--- src/rtl/ecg_adc_axis_sampler.sv ---
// ecg_adc_axis_sampler: fixed-rate ADC sampler feeding a single-beat AXI-Stream master.
// A tick divider paces start-convert pulses. Each offset-binary ADC code is turned
// into a left-justified signed 16-bit sample. Dropped ticks and ADC timeouts are
// reported as sticky status.
module ecg_adc_axis_sampler #(
  parameter int unsigned CLK_HZ      = 50_000_000,
  parameter int unsigned FS_HZ       = 500,
  parameter int unsigned ADC_W       = 12,
  parameter int unsigned TIMEOUT_CYC = 1000
) (
  input  logic             clk,
  input  logic             rst_n,
  input  logic             en,
  output logic             adc_convst,
  input  logic             adc_drdy,
  input  logic [ADC_W-1:0] adc_data,
  output logic             m_axis_tvalid,
  input  logic             m_axis_tready,
  output logic [15:0]      m_axis_tdata,
  output logic [7:0]       overrun_cnt,
  output logic             timeout_err
);

  localparam int unsigned DIV = CLK_HZ / FS_HZ;
  localparam int unsigned DCW = $clog2(DIV);
  localparam int unsigned TCW = (TIMEOUT_CYC > 1) ? $clog2(TIMEOUT_CYC) : 1;

  typedef enum logic [1:0] {
    IDLE = 2'd0,
    CONV = 2'd1,
    SEND = 2'd2
  } state_t;

  state_t         state;
  state_t         state_next;
  logic [DCW-1:0] div_cnt;
  logic           tick;
  logic [TCW-1:0] wait_cnt;
  logic           timeout_hit;
  logic [15:0]    conv_data;

  assign tick        = en && (div_cnt == DCW'(DIV - 1));
  assign timeout_hit = (wait_cnt == TCW'(TIMEOUT_CYC - 1));

  // Free-running sample divider; its phase depends only on en, never on the FSM.
  always_ff @(posedge clk or negedge rst_n) begin
    if (!rst_n) begin
      div_cnt <= '0;
    end else if (!en || tick) begin
      div_cnt <= '0;
    end else begin
      div_cnt <= div_cnt + 1'b1;
    end
  end

  // Offset binary to two's complement (invert MSB), then left-justify to 16 bits.
  always_comb begin
    conv_data = '0;
    conv_data = 16'({~adc_data[ADC_W-1], adc_data[ADC_W-2:0]}) << (16 - ADC_W);
  end

  // State register.
  always_ff @(posedge clk or negedge rst_n) begin
    if (!rst_n) begin
      state <= IDLE;
    end else begin
      state <= state_next;
    end
  end

  // Next-state logic and stream-valid decode; drdy takes priority over timeout.
  always_comb begin
    state_next    = state;
    m_axis_tvalid = 1'b0;
    case (state)
      IDLE: begin
        if (tick) begin
          state_next = CONV;
        end
      end
      CONV: begin
        if (adc_drdy) begin
          state_next = SEND;
        end else if (timeout_hit) begin
          state_next = IDLE;
        end
      end
      SEND: begin
        m_axis_tvalid = 1'b1;
        if (m_axis_tready) begin
          state_next = IDLE;
        end
      end
      default: begin
        state_next = IDLE;
      end
    endcase
  end

  // Start-convert pulse lines up with the first CONV cycle.
  always_ff @(posedge clk or negedge rst_n) begin
    if (!rst_n) begin
      adc_convst <= 1'b0;
    end else begin
      adc_convst <= (state == IDLE) && tick;
    end
  end

  // CONV wait counter; held at zero outside CONV so it is clear on entry.
  always_ff @(posedge clk or negedge rst_n) begin
    if (!rst_n) begin
      wait_cnt <= '0;
    end else if (state != CONV) begin
      wait_cnt <= '0;
    end else begin
      wait_cnt <= wait_cnt + 1'b1;
    end
  end

  // Sample register; written only when the ADC answers during CONV.
  always_ff @(posedge clk or negedge rst_n) begin
    if (!rst_n) begin
      m_axis_tdata <= '0;
    end else if ((state == CONV) && adc_drdy) begin
      m_axis_tdata <= conv_data;
    end
  end

  // Sticky timeout flag.
  always_ff @(posedge clk or negedge rst_n) begin
    if (!rst_n) begin
      timeout_err <= 1'b0;
    end else if ((state == CONV) && !adc_drdy && timeout_hit) begin
      timeout_err <= 1'b1;
    end
  end

  // Saturating count of ticks that arrive while a sample is still in flight.
  always_ff @(posedge clk or negedge rst_n) begin
    if (!rst_n) begin
      overrun_cnt <= '0;
    end else if (tick && (state != IDLE) && (overrun_cnt != 8'hFF)) begin
      overrun_cnt <= overrun_cnt + 1'b1;
    end
  end

endmodule

--- config.mk ---
export PLATFORM = sky130hd
export DESIGN_NAME = ecg_adc_axis_sampler
export DESIGN_NICKNAME = d
export VERILOG_FILES = /design/src/rtl/ecg_adc_axis_sampler.sv
export SDC_FILE = /design/constraint.sdc
export NUM_CORES = 1
export LEC_CHECK = 0
export BUFFER_PORTS_ARGS = -buffer_cell sky130_fd_sc_hd__buf_2
export CAP_MARGIN = 10
export CORE_ASPECT_RATIO = 2
export CORE_MARGIN = 5
export CORE_UTILIZATION = 30
export CTS_BUF_LIST = sky130_fd_sc_hd__clkbuf_4 sky130_fd_sc_hd__clkbuf_8 sky130_fd_sc_hd__clkbuf_16
export CTS_CLUSTER_SIZE = 14
export DETAILED_ROUTE_END_ITERATION = 16
export PLACE_DENSITY = 0.48
export SETUP_SLACK_MARGIN = 0.2
export SLEW_MARGIN = 20
export SYNTH_ARGS = -nofsm -noshare
export SYNTH_HDL_FRONTEND = slang
export SYNTH_SLANG_ARGS = --single-unit
--- constraint.sdc ---
create_clock -name clk -period 3.2 [get_ports clk]
set_clock_uncertainty 0.1 [all_clocks]
set_input_delay 0.16 -clock clk [delete_from_list [all_inputs] [get_ports clk]]
set_output_delay 0.16 -clock clk [all_outputs]
set_load 0.05 [all_outputs]
==> flow_summary_export.csv <==
group,metric,value,unit
detailed_routing,drt_iter0_drc,104,
clock_tree,path_clk_slew,0.07,ns
clock_tree,cts_setup_buffers,0,
detailed_routing,num_vias,1713,
worst_hold_path,hp-class,"primary input to register",
global_route,gr-usage-all-layers,0.109,
worst_setup_path,worstPathRequired,3.25,ns
worst_hold_path,holdPathStages,4,
synth,syn_inst,210,
clock_tree,cts_resized,0,
clock_tree,cts_tree,"done",
floorplanning,die_h,135,µm
layout,drive_gt1_frac,0.259,
sta,max-slew-margin-rel,0.426,
worst_setup_path,critPathCaptureType,"register",
clock_tree,cts.path.max_buffers,2,
floorplanning,start_util,0.308,
layout,fin_nets,285,
detailed_routing,antenna_left,0,
pwr,p_leak,1.39,nW
floorplanning,ios,44,
synth,ys_seq_elements,51,
clock_tree,clkLatencyLatePin,0.29,ns
worst_setup_path,cp_slowest_cell,"nand2_1",
sta,setup_viol,0,
layout,syn2layout_area_growth,25.2,%
detailed_routing,finalWirelength,5.00,mm
sta,setup_tns,0,ns
synth,yosys_warnings,0,
sta,slew_violations,0,
worst_setup_path,critPathMaxStageDelay,0.62,ns
placed_design,place_area,0.00262,mm²
placed_design,dpl.hpwl,3.65,mm
global_route,grt_pass1_vias,1718,
pwr,peakVddDrop,326,µV
worst_setup_path,path_max_fanout,16,
detailed_routing,wl_per_cell,13.9,µm
clock_tree,htreeDepth,2,
worst_setup_path,start_kind,"register",
worst_setup_path,rr_worst_depth,5,
synth,avgSynthCellArea,11.2,µm²
global_route,overflow,0,
sta,hold_viol_final,0,
worst_setup_path,worstSetupPathType,"register to register",
worst_setup_path,crit_chain,"ha_1 > and4_1 > nand4_1 > nand2_1 > nor2_1",
synth,synth_area,0.00234,mm²
sta,tightest_slew,0.861,ns
sta,clock.fmax,437,MHz
sta,rsz0062_at_grt,"no",
clock_tree,cts_made_buffers,5,
run,max_cap_violations,0,
floorplanning,core.rowCount,45,
synth,yosysSeqAreaShare,0.545,
floorplanning,dieArea,0.00979,mm²
placed_design,io_buffers,39,
layout,finalInstanceArea,0.00293,mm²
placed_design,gp_congestion,0.752,
clock_tree,cts_root_buf,"clkbuf_16",
sta,min_period,2.29,ns
layout,antenna_cells,0,
worst_setup_path,cp_data_arrival_time,2.34,ns
global_route,antenna_found_initial,0,
detailed_routing,drt-vias-per-instance,4.76,
sta,fin_crit_sh,0.715,
status,status,"finished, final reports clean",
global_route,grt_pass1_wl,8.35,mm
detailed_routing,drc,0,
floorplanning,coreArea,0.00760,mm²
detailed_routing,dr.pass1.iters,3,
floorplanning,dieWidth,72.5,µm
pwr,power.density_cell_area,485,mW/mm²
synth,synth_cell_types,38,
clock_tree,cts.sinks,51,
global_route,grt_max_degree,38,
==> registers in the layout (all words and copies together), names as in the netlist <==
name          count
m_axis_tdata     12
state             2
wait_cnt         10
timeout_err       1
adc_convst        1
div_cnt          17
overrun_cnt       8
==> worst max-delay path: cells and delay by family, from the launching register on <==
kind          cells  cell delay, ns
fa+ha+maj         1            0.24
flops             1            0.39
simple gates      4            1.42
==> what timing repair did <==
item / 4_1_cts / 5_1_grt
hold buffers: 14 / 0
endpoints found under the hold margin: 49 / 0
setup endpoints to repair: 0 / 0
==> cell families after synthesis <==
family / synth area share
multiplexers: 0.0577
other: 0.00160
flip-flops: 0.545
buffers and inverters: 0.0315
AND/OR/NAND/NOR: 0.214
adder cells (fa/ha/maj): 0.0160
XOR/XNOR: 0.101
AO/OA/AOI/OAI: 0.0336
==> worst paths after layout <==
check	from	endpoint	slack (ns)
max	div_cnt[0]	div_cnt[6]	0.91
max reg2reg	div_cnt[0]	div_cnt[6]	0.91
min reg2reg	wait_cnt[0]	wait_cnt[0]	0.36
min	adc_drdy	state[0]	0.08
min in group asynchronous	rst_n	div_cnt[5]	0.42
max in group asynchronous	rst_n	overrun_cnt[7]	1.85
==> area by class of cell <==
type / count / area (µm²)
timing repair buffer: 54 / 343
clock inverter: 2 / 38.8
sequential: 51 / 1280
inverter: 4 / 15.0
fill: 762 / 4670
clock buffer: 6 / 139
tap: 94 / 118
multi-input combinational: 149 / 1000
==> synth_stat cells (all sizes together) <==
library cell	n	area [µm²]
nand2b	2	12.5
or4	1	11.3
clkbuf	2	7.51
conb	1	3.75
mux2	12	135
and4	3	28.8
xnor2	7	61.3
o21ai	5	25.0
nand2	12	45.0
ha	3	37.5
nor4bb	1	10.0
and2	2	12.5
inv	4	15.0
buf	7	51.3
nand3	10	50.1
o211ai	2	15.0
nor2	26	97.6
and4bb	1	12.5
a21oi	4	23.8
nor4	4	31.3
o31ai	1	7.51
or3b	1	8.76
o21a	1	7.51
or2	2	12.5
or3	2	13.8
nor4b	2	17.5
nand4	11	83.8
and3	3	18.8
xor2	20	175
nor3	7	35.0
dfrtp	51	1280
==> cells in the final DEF (no fill, tap or decap), drive strengths merged, types with 7 or more instances in the layout <==
cell	synthesis	final
buf	7	40
nor3	7	7
dfrtp	51	51
xor2	20	20
nand4	11	11
mux2	12	12
nand3	10	10
xnor2	7	7
dlygate4sd3	0	14
nand2	12	12
nor2	26	26
==> per-stage QoR <==
step           worst slack (ns)  hold WS (ns)   util  instances  total power, W
6_report                  0.911        0.0763  0.386        360         0.00142
2_1_floorplan              1.20        -0.236      -        213        0.000757
3_3_place_gp              0.909         0.228  0.344        338        0.000795
3_5_place_dp              0.864         0.221  0.344        338        0.000796
4_1_cts                   0.856        0.0736  0.386        360         0.00145
5_1_grt                   0.666        0.0880  0.386        360         0.00148
==> layer usage <==
| metal | GRT usage | vias to the layer above | wire length (µm) |
|---|---|---|---|
| met2 | 0.196 | 29 | 2820 |
| met4 | 0.0493 | 0 | 102 |
| met3 | 0.0283 | 7 | 199 |
| li1 | - | 832 | - |
| met1 | 0.116 | 845 | 1890 |
| met5 | 0 | - | 0 |
==> power by group <==
part / internal [W] / leakage (nW) / switching, W
logic: 0.0000388 / 0.609 / 0.0000877
clock network: 0.000393 / 0.0875 / 0.000235
registers: 0.000660 / 0.694 / 0.00000882
Power figures use the tool's default switching activity.
